===== src/rtl/sr_latch_bank.sv =====
// sr_latch_bank: bank of WIDTH independent, clock-edge SR storage channels.
// Each channel has its own set, reset and enable. MODE fixes how S=R=1 is resolved.
// The bank also reports change pulses, sticky conflict flags and a saturating
// conflict-cycle counter. Every output comes from a register.
module sr_latch_bank #(
    parameter int                 WIDTH   = 8,
    parameter int                 MODE    = 0,
    parameter logic [WIDTH-1:0]   RST_VAL = '0,
    parameter int                 CNT_W   = 4
) (
    input  logic             in_CLK,
    input  logic             in_RST_N,
    input  logic [WIDTH-1:0] in_S,
    input  logic [WIDTH-1:0] in_R,
    input  logic [WIDTH-1:0] in_EN,
    input  logic             in_CLR_ERR,
    output logic [WIDTH-1:0] data_out,
    output logic [WIDTH-1:0] data_out_n,
    output logic [WIDTH-1:0] chg_out,
    output logic [WIDTH-1:0] err_out,
    output logic [CNT_W-1:0] err_cnt_out
);

    localparam logic [CNT_W-1:0] CNT_MAX = '1;

    logic [WIDTH-1:0] s_eff;
    logic [WIDTH-1:0] r_eff;
    logic [WIDTH-1:0] conf;

    logic [WIDTH-1:0] data_q, data_d;
    logic [WIDTH-1:0] chg_q,  chg_d;
    logic [WIDTH-1:0] err_q,  err_d;
    logic [CNT_W-1:0] cnt_q,  cnt_d;
    logic [CNT_W-1:0] cnt_base;

    // Resolves an enabled S=R=1 request. Unknown MODE values fall back to hold.
    function automatic logic resolve_conflict(input logic q);
        case (MODE)
            1:       resolve_conflict = 1'b1;
            2:       resolve_conflict = 1'b0;
            3:       resolve_conflict = ~q;
            default: resolve_conflict = q;
        endcase
    endfunction

    // Next-state logic for the channel values, change pulses, flags and counter.
    always_comb begin
        s_eff  = in_S & in_EN;
        r_eff  = in_R & in_EN;
        conf   = s_eff & r_eff;
        data_d = data_q;
        for (int i = 0; i < WIDTH; i++) begin
            case ({s_eff[i], r_eff[i]})
                2'b10:   data_d[i] = 1'b1;
                2'b01:   data_d[i] = 1'b0;
                2'b11:   data_d[i] = resolve_conflict(data_q[i]);
                default: data_d[i] = data_q[i];
            endcase
        end
        chg_d = data_d ^ data_q;

        // A conflict in the same cycle as a clear is still recorded.
        err_d    = (in_CLR_ERR ? '0 : err_q) | conf;
        cnt_base = in_CLR_ERR ? '0 : cnt_q;
        cnt_d    = cnt_base;
        if ((|conf) && (cnt_base != CNT_MAX)) begin
            cnt_d = cnt_base + CNT_W'(1);
        end
    end

    // State registers. Reset is asynchronous, so there is no change pulse for the reset transition.
    always_ff @(posedge in_CLK or negedge in_RST_N) begin
        if (!in_RST_N) begin
            data_q <= RST_VAL;
            chg_q  <= '0;
            err_q  <= '0;
            cnt_q  <= '0;
        end else begin
            data_q <= data_d;
            chg_q  <= chg_d;
            err_q  <= err_d;
            cnt_q  <= cnt_d;
        end
    end

    assign data_out    = data_q;
    assign data_out_n  = ~data_q;
    assign chg_out     = chg_q;
    assign err_out     = err_q;
    assign err_cnt_out = cnt_q;

endmodule


===== config.mk =====
export PLATFORM = sky130hd
export DESIGN_NAME = sr_latch_bank
export DESIGN_NICKNAME = d
export VERILOG_FILES = /design/src/rtl/sr_latch_bank.sv
export SDC_FILE = /design/constraint.sdc
export NUM_CORES = 1
export LEC_CHECK = 0
export CELL_PAD_IN_SITES_DETAIL_PLACEMENT = 0
export CELL_PAD_IN_SITES_GLOBAL_PLACEMENT = 2
export CORE_ASPECT_RATIO = 1.5
export CORE_MARGIN = 1
export CORE_UTILIZATION = 27
export CTS_CLUSTER_DIAMETER = 120
export DETAILED_ROUTE_END_ITERATION = 10
export PLACE_DENSITY_LB_ADDON = 0.1
export SLEW_MARGIN = 5
export SYNTH_ARGS = -nofsm -noshare
export SYNTH_HDL_FRONTEND = slang
export SYNTH_SLANG_ARGS = --single-unit

===== constraint.sdc =====
create_clock -name in_CLK -period 2.8 [get_ports in_CLK]
set_clock_uncertainty 0.15 [all_clocks]
set_input_delay 0.84 -clock in_CLK [delete_from_list [all_inputs] [get_ports in_CLK]]
set_output_delay 0.84 -clock in_CLK [all_outputs]
set_load 0.03 [all_outputs]

==> impl_metrics.toml, run 1 <==
[sta]
rsz0062_at_grt = "no"
finalMaxSlewViolations = 0
setup_viol = 0
maxClockFrequency_ghz = 0.367
final_hold_viol_count = 0
slew_headroom = 0.750
post-route-period-util = 0.973
worst_slew_pin_slew_ps = 376
timing.final.crit_period_ps = 2730

[cts]
cts.sinks = 28
cts_root_buf = "clkbuf_8"
clk_pin_slew_ps = 90
cts_made_buffers = 3
cts_htree_levels = 1
cts_hold_buffers = 0
clock_path_buffers = 2
clkLatencyLatePin_ps = 270
cts_tree = "built"

[setup_path]
reg2reg_depth = 5
r2r-end = "err_cnt_out[1]$_DFF_PN0_"
path_max_fanout = 2
slowest_delay_ps = 540
path_class = "in2reg"
r2r_slack_ps = 1110
cp-endpoint = "err_cnt_out[1]$_DFF_PN0_"
cp-end-kind = "flip-flop"
cp-startpoint = "in_EN[1]"
critical-path-top-delay-family = "simple AND/OR/NAND/NOR gates"
worstSetupStartpointType = "primary input"
path_depth = 6
path_cells = "clkdlybuf4s50_1 -> and2_1 -> ha_1 -> or4_4 -> o22a_1 -> mux2_4"
worst-path-buf-inv = 1
required_ps = 2820
timing.rr.start = "err_cnt_out[0]$_DFF_PN0_"
crit_path_top_delay_cell = "or4_4"
cp.arrival_ps = 2740

[place]
gp_congestion = 0.746
place_area_mm2 = 0.00230
portBuffers = 62
hpwl_mm = 2.62

[global_routing]
grt_pass1_vias = 1262
grt_max_degree = 29
antenna_found_initial = 0
globalRouteOverflowTotal = 0
grtUsageTotal = 0.126
grt_pass1_wl_mm = 5.27

[run_status]
status = "completed"

[floorplanning]
boundaryPins = 63
coreArea_mm2 = 0.00512
row_count = 32
start_util = 0.280
die-area_mm2 = 0.00562
die_h_um = 91.3
fp.dieW_um = 61.5

[hold_path]
min_path_type = "reg2reg"
hp-start = "err_out[1]$_DFF_PN0_"

[layout]
nets = 259
layout-drive-gt1-share = 0.169
n_antenna_cell = 0
syn2layout_area_growth_pct = 63.5
mostFrequentLayoutCell = "clkdlybuf4s50_1"
postLayoutCoreUtil = 0.458
final_area_mm2 = 0.00235
final_cell_mix = "62 x clkdlybuf4s50_1, 28 x dfrtp_1, 21 x buf_4"

[yosys]
ys_seq_area_frac = 0.488
ys_types = 20
yosys_warnings = 0
syn_area_per_cell_um2 = 11.3
synth_fp_nets = 171
synth-seq-cells = 28
syn_area_mm2 = 0.00144
syn_inst = 127

[pwr]
pwr_density_cell_mw_per_mm2 = 475
p_leak_nw = 1.20
peakVddDrop_uv = 226

[drt]
drc_errors = 0
first_iter_violations = 10
num_vias = 1201
wl_per_cell_um = 11.5
drt-total-wl_mm = 3.24
postRouteAntennaNets = 0
vias_per_cell = 4.27
dr.pass1.iters = 2

[job]
maxCapViolCount = 0
-- cells in the mapped netlist --
library cell,number,share of area
a21o_1,8,0.042
and2_1,8,0.035
clkinv_1,1,0.0026
dfrtp_1,28,0.49
ha_1,17,0.15
inv_1,17,0.044
mux2_2,8,0.063
mux2_4,1,0.010
mux2i_1,2,0.014
nand2_1,10,0.026
nand2b_1,1,0.0044
nor2_1,9,0.024
nor2b_1,2,0.0087
o2111ai_1,1,0.0061
o21ai_0,1,0.0035
o21ai_1,1,0.0035
o22a_1,1,0.0061
or4_4,2,0.016
xnor2_1,8,0.049
xor2_1,1,0.0061
-- worst register-to-register path: stages, from the launching register on --
cell     delay, ps
dfrtp_1        400
nor2b_1        240
ha_1           230
nand2_1         70
o22a_1         200
mux2_4         300
-- layer usage --
metal	global-route usage	part of all wire	routed length (um)
met1	0.113	0.36	1160
met2	0.236	0.55	1770
met3	0.0356	0.074	240
met4	0.0667	0.022	72
met5	0	0	0
-- through the flow --
stage                     hold WS [ps]  worst slack (ps)  TNS, ps  power [mW]  instances
after floorplan                    394               265        0       0.698        127
after global placement             314              -198     -630       0.896        278
after detailed placement           322              -248     -853       0.907        278
after CTS                          347              43.1        0        1.14        281
after global routing               359              36.9        0        1.18        281
final                              337              74.8        0        1.12        281
-- state kept, by name (all words and copies together) (netlist names) --
register / flops
err_out: 8
data_out: 8
err_cnt_out: 4
chg_out: 8
-- report_power, final --
part | internal, mW | switching [mW]
sequential | 0.445 | 0.0324
clock | 0.0967 | 0.125
combinational | 0.210 | 0.207
-- worst min path at each step --
stage / end / slack [ps] / cells past startpoint
after floorplan: chg_out[0]$_DFF_PN0_ / 390 / 0
after global placement: err_out[2]$_DFF_PN0_ / 310 / 1
after detailed placement: err_out[3]$_DFF_PN0_ / 320 / 1
after CTS: err_out[1]$_DFF_PN0_ / 350 / 1
after global routing: err_out[1]$_DFF_PN0_ / 360 / 1
final: err_out[1]$_DFF_PN0_ / 340 / 1
-- timing repair --
item | in CTS | in global routing
setup buffers | 0 | 0
endpoints found under the setup margin | 0 | 1
gates resized for setup | 0 | 1
-- cell type report --
type | count | area (um^2)
multi-input cells | 81 | 673
repair buffers | 83 | 778
flip-flops and latches | 28 | 701
clock buffers | 3 | 41.3
inverters | 18 | 67.6
fillers | 531 | 2780
well taps | 68 | 85.1
-- cells by family (layout without fill, tap and decap cells) --
kind of cell / Yosys count / count (layout) / synth area share
AND/OR/NAND/NOR: 32 / 32 / 0.113
flip-flops: 28 / 28 / 0.488
buffers and inverters: 18 / 104 / 0.0471
adder cells (fa/ha/maj): 17 / 17 / 0.148
AO/OA/AOI/OAI: 12 / 12 / 0.0610
multiplexers: 11 / 11 / 0.0872
XOR/XNOR: 9 / 9 / 0.0549
No activity file was read; power rests on OpenSTA's default activity.
==> run 2: changes to the inputs <==
- CORE_MARGIN: 1 -> not set
==> results of run 2 <==
No change in the layout: final DEF, timing and power equal those of run 1.
